### config.mk
export PLATFORM = sky130hd
export DESIGN_NAME = antidiff_sequencer
export DESIGN_NICKNAME = d
export VERILOG_FILES = /design/src/rtl/antidiff_sequencer.sv
export SDC_FILE = /design/constraint.sdc
export NUM_CORES = 1
export LEC_CHECK = 0
export BUFFER_PORTS_ARGS = -buffer_cell sky130_fd_sc_hd__buf_2
export CELL_PAD_IN_SITES_DETAIL_PLACEMENT = 2
export CELL_PAD_IN_SITES_GLOBAL_PLACEMENT = 2
export CORE_MARGIN = 2
export CORE_UTILIZATION = 30
export DETAILED_ROUTE_END_ITERATION = 10
export PLACE_DENSITY = 0.75
export SKIP_LAST_GASP = 1
export SLEW_MARGIN = 20
export SYNTH_ARGS = -nofsm -noshare
export SYNTH_HDL_FRONTEND = slang
export SYNTH_SLANG_ARGS = --single-unit
### constraint.sdc
create_clock -name clk -period 3.1 [get_ports clk]
set_input_delay 0.465 -clock clk [delete_from_list [all_inputs] [get_ports clk]]
set_output_delay 0.465 -clock clk [all_outputs]
set_load 0.1 [all_outputs]
### src/rtl/antidiff_sequencer.sv
// ---------------------------------------------------------------------------
// antidiff_sequencer
//
// Frame-level controller for an external cascaded-integrator anti-difference
// operator. At frame start it clears the operator. It then accepts one
// difference sample at a time and pulses the operator enable. It waits ORDER
// cycles for the integrator cascade to settle, captures the operator's
// final-stage output and hands it downstream with back-pressure. The last
// result of a frame is tagged with out_last.
//
// Ports:
//   clk         system clock, rising edge
//   reset       asynchronous active-low reset
//   start       begin a frame (looked at in IDLE only)
//   abort       synchronous frame abort, wins over every handshake
//   frame_len   samples per frame, latched on an accepted start
//   in_valid    / in_ready / in_data      difference-sample input handshake
//   op_en       one-cycle operator enable per accepted sample
//   op_y        operator sample input (zero when op_en is low)
//   op_reset    operator synchronous clear, active-high
//   op_out      operator final-stage output
//   out_valid   / out_ready / out_data    result output handshake
//   out_last    marks the final result of the frame
//   busy        high in every state except IDLE
//   frame_done  one-cycle pulse when a frame completes normally
// ---------------------------------------------------------------------------
module antidiff_sequencer #(
  parameter int OUT_RES  = 16,
  parameter int ORDER    = 2,
  parameter int LEN_BITS = 10
) (
  input  logic                clk,
  input  logic                reset,
  input  logic                start,
  input  logic                abort,
  input  logic [LEN_BITS-1:0] frame_len,
  input  logic                in_valid,
  output logic                in_ready,
  input  logic [OUT_RES-1:0]  in_data,
  output logic                op_en,
  output logic [OUT_RES-1:0]  op_y,
  output logic                op_reset,
  input  logic [OUT_RES-1:0]  op_out,
  output logic                out_valid,
  input  logic                out_ready,
  output logic [OUT_RES-1:0]  out_data,
  output logic                out_last,
  output logic                busy,
  output logic                frame_done
);

  typedef enum logic [2:0] {
    S_IDLE,
    S_CLEAR,
    S_ACCEPT,
    S_SETTLE,
    S_OUTPUT,
    S_DONE
  } state_t;

  // ORDER is at most 15, so a 4-bit settle counter always suffices.
  localparam logic [3:0]          SETTLE_LAST = 4'(ORDER - 1);
  localparam logic [LEN_BITS-1:0] LEN_ONE     = LEN_BITS'(1);

  state_t              state_q, state_d;
  logic [LEN_BITS-1:0] len_q, len_d;
  logic [LEN_BITS-1:0] cnt_q, cnt_d;
  logic [3:0]          settle_q, settle_d;
  logic [OUT_RES-1:0]  out_data_q, out_data_d;
  logic                out_valid_q, out_valid_d;
  logic                out_last_q, out_last_d;
  logic                frame_done_q, frame_done_d;

  logic abort_act;

  // abort only means something once a frame is running.
  assign abort_act = abort & (state_q != S_IDLE);

  // in_ready is gated by abort so upstream never sees a handshake that the
  // sequencer is about to drop.
  assign in_ready = (state_q == S_ACCEPT) & ~abort;
  assign op_en    = in_ready & in_valid;
  assign op_y     = op_en ? in_data : '0;

  // Combinational so the operator is held clear for the whole time reset is
  // low, not just from the first clock edge after it.
  assign op_reset = ~reset | (state_q == S_CLEAR) | abort_act;

  assign busy       = (state_q != S_IDLE);
  assign out_valid  = out_valid_q;
  assign out_data   = out_data_q;
  assign out_last   = out_last_q;
  assign frame_done = frame_done_q;

  always_comb begin
    state_d    = state_q;
    len_d      = len_q;
    cnt_d      = cnt_q;
    settle_d   = settle_q;
    out_data_d = out_data_q;

    if (abort_act) begin
      state_d = S_IDLE;
    end else begin
      case (state_q)
        S_IDLE: begin
          if (start && !abort) begin
            len_d   = frame_len;
            // An empty frame completes without touching the operator.
            state_d = (frame_len == '0) ? S_DONE : S_CLEAR;
          end
        end
        S_CLEAR: begin
          cnt_d   = '0;
          state_d = S_ACCEPT;
        end
        S_ACCEPT: begin
          if (in_valid) begin
            settle_d = '0;
            state_d  = S_SETTLE;
          end
        end
        S_SETTLE: begin
          if (settle_q == SETTLE_LAST) begin
            // Cascade has settled: capture the final stage verbatim.
            out_data_d = op_out;
            state_d    = S_OUTPUT;
          end else begin
            settle_d = settle_q + 4'd1;
          end
        end
        S_OUTPUT: begin
          if (out_valid_q && out_ready) begin
            cnt_d   = cnt_q + LEN_ONE;
            state_d = out_last_q ? S_DONE : S_ACCEPT;
          end
        end
        S_DONE: begin
          state_d = S_IDLE;
        end
        default: begin
          state_d = S_IDLE;
        end
      endcase
    end

    // Output flags are registered copies of the upcoming state, so they are
    // glitch-free and stay stable for as long as OUTPUT is held.
    out_valid_d  = (state_d == S_OUTPUT);
    out_last_d   = (state_d == S_OUTPUT) && (cnt_d == (len_q - LEN_ONE));
    frame_done_d = (state_d == S_DONE);
  end

  always_ff @(posedge clk or negedge reset) begin
    if (!reset) begin
      state_q      <= S_IDLE;
      len_q        <= '0;
      cnt_q        <= '0;
      settle_q     <= '0;
      out_data_q   <= '0;
      out_valid_q  <= 1'b0;
      out_last_q   <= 1'b0;
      frame_done_q <= 1'b0;
    end else begin
      state_q      <= state_d;
      len_q        <= len_d;
      cnt_q        <= cnt_d;
      settle_q     <= settle_d;
      out_data_q   <= out_data_d;
      out_valid_q  <= out_valid_d;
      out_last_q   <= out_last_d;
      frame_done_q <= frame_done_d;
    end
  end

endmodule

==> out/metrics.csv <==
metric,value,unit
die_w,95.2,um
cts_sinks,46,
grt_antenna_before_repair,0,
layout_commonest_cell,buf_2,
setup_tns,0,ps
p_total,2.56,mW
gp_congestion,0.759,
htreeDepth,2,
totalWireLength,7000,um
avgRoutedWirePerCell,16.1,um
rsz0062_at_grt,no,
initial_core_util,30.7,%
die_y,95.2,um
rows,33,
drtIter0Drc,28,
synth_edf_count,0,
crit_path_cell_trace,"nand4bb_1, nor4_1, mux2_2, xnor2_1, nand3_1, or4_1, nor4_2",
die-area,0.00907,mm^2
fin_crit_sh,88.0,%
synth_cell_types,40,
root_buffer,clkbuf_8,
synth_top_family_by_area,simple AND/OR/NAND/NOR gates,
wl_met3,359,um
hpwl,5430,um
path_clk_slew,90,ps
critical-path-max-stage-delay,530,ps
skew,10.4,ps
synth-compound-area-share,4.11,%
tritoncts,yes,
crit_type,flip-flop to flip-flop,
synth_mux_area_share,14.3,%
hold_class,input pin to asynchronous set/reset pin,
async_flop_share,100,%
tightest_slew,681,ps
synth_area,0.00250,mm^2
hold_buffers,0,
synth.net_count,291,
syn_to_final_growth,28.6,%
ys_ff_latch,46,
synth.avg_cell_area,10.4,um^2
r2r-start,state_q[1],
wl_met2,3640,um
final_cell_mix,"86 x buf_2, 46 x dfrtp_1, 29 x mux2_2",
finalSetupViolCount,0,
ctsResizeCount,0,
io_buffers,86,
top_layer,met4,
fin_util,39.5,%
grt_pass1_vias,2277,
endpoint_kind,flip-flop,
max-slew-margin-rel,54.5,%
ys.flop_type,dfrtp_1,
status,"finished, final reports clean",
dr.pass1.iters,4,
r2r_setup_slack,370,ps
seq_area_frac_synth,46.1,%
coreArea,0.00813,mm^2
cp_top_family,simple AND/OR/NAND/NOR gates,
post_cts_buffers,0,
n_fill_cell,915,
max_clock_freq,0.366,GHz
start_kind,flip-flop,
min_period,2730,ps
yosys_warnings,0,
max_cap_viol_count,0,
rr_endpoint,out_last,
dp.cells,427,
final_cell_count_no_fill,435,
maxSlewViolCount,0,
synth-adder-area-share,2.01,%
path_buf_inv,0,
wirelength_met1,2940,um
drive_above_1_share,40.9,%
cp_slowest_cell,or4_1,
grt_overflow,0,
ir_worst_vdd,332,uV
cp-startpoint,state_q[1],
cp.required,3320,ps
final_nets,381,
grt_usage,16.3,%
detail-route-antenna-nets,0,
grt_pass1_wl,11400,um
holdWs,295,ps
cp.arrival,2950,ps
synth_xor_area_share,8.07,%
io_pins,87,
rr_worst_depth,7,
cts_buffer_depth,2,
cp_max_fo,8,
vias_per_cell,4.88,
p_leak,1.57,nW
insertion_delay,300,ps
yosys.area_share.simple,22.8,%
finalHoldViolCount,0,
vias,2124,
drc_errors,0,
netlist_instances,239,
power_density,798,mW/mm^2
num_antenna_cells,0,
grt_max_degree,47,
cts_made_buffers,5,
[through the flow]
stage / cell area, um^2 / worst slack, ps
after floorplan: 2500 / 139
after global placement: 3070 / 380
after detailed placement: 3070 / 309
after CTS: 3210 / 358
after global routing: 3210 / 163
final: 3210 / 371
[cells by family (layout without fill, tap and decap cells)]
family,count (synthesis),after routing
AND/OR/NAND/NOR,104,104
buffers and inverters,15,106
adder cells (fa/ha/maj),4,4
XOR/XNOR,23,23
AO/OA/AOI/OAI,15,15
multiplexers,32,32
flip-flops,46,46
[worst reg2reg max path, stage by stage (launching register included)]
cell and delay (ps):
dfrtp_1 480, nand4bb_1 440, nor4_1 400, mux2_2 400, xnor2_1 180, nand3_1 90, or4_1 530, nor4_2 140
[sequential cells by signal, summed over array words and instances, names as in the netlist]
name and flops:
out_valid 1, out_data 16, len_q 10, state_q 3, frame_done 1, out_last 1
settle_q 4, cnt_q 10
[worst max path at each step]
stage | endpoint | slack, ps | cells past startpoint
6_report | out_last | 370 | 7
2_1_floorplan | op_y[10] | 140 | 5
4_1_cts | out_last | 360 | 7
3_5_place_dp | out_last | 310 | 8
5_1_grt | out_last | 160 | 7
3_3_place_gp | out_last | 380 | 8
[power by group]
part | switching [mW] | leakage (nW) | internal [mW]
clock network | 0.210 | 0.0714 | 0.344
registers | 0.144 | 0.612 | 0.717
logic | 0.788 | 0.887 | 0.359
[area by class of cell]
class	instances	area (um^2)	area share [%]
clock inverters	2	60.1	1.87
multi-input cells	178	1290	40.2
well taps	105	131	4.09
repair buffers	91	468	14.6
inverters	7	26.3	0.818
clock buffers	6	82.6	2.57
flip-flops and latches	46	1150	35.9
[routing by layer]
layer	track usage, %	vias to the layer above
met1	19.7	1062
met5	0	-
met3	3.24	4
li1	-	1008
met2	29.1	50
met4	5.07	0
[synth_stat cells, types with 2 or more instances]
| library cell | count | area (um^2) |
|---|---|---|
| dfrtp_1 | 46 | 1150 |
| mux2_2 | 29 | 327 |
| nor2_1 | 22 | 82.6 |
| nand2_1 | 19 | 71.3 |
| and2_1 | 16 | 100 |
| xnor2_1 | 15 | 131 |
| nand3_1 | 11 | 55.1 |
| nor4_1 | 8 | 50.1 |
| xor2_1 | 8 | 70.1 |
| inv_1 | 7 | 26.3 |
| nor3_1 | 6 | 30.0 |
| a21oi_1 | 4 | 20.0 |
| clkbuf_1 | 4 | 15.0 |
| ha_1 | 4 | 50.1 |
| mux2i_1 | 3 | 30.0 |
| nand4_1 | 3 | 18.8 |
| nor2b_1 | 3 | 18.8 |
| and4_1 | 2 | 17.5 |
| buf_2 | 2 | 10.0 |
| nand4bb_1 | 2 | 22.5 |
| nor3b_1 | 2 | 15.0 |
| nor4b_1 | 2 | 17.5 |
| o21a_1 | 2 | 15.0 |
| or2_2 | 2 | 12.5 |
| or4_1 | 2 | 15.0 |
(Power assumes the default switching activity.)
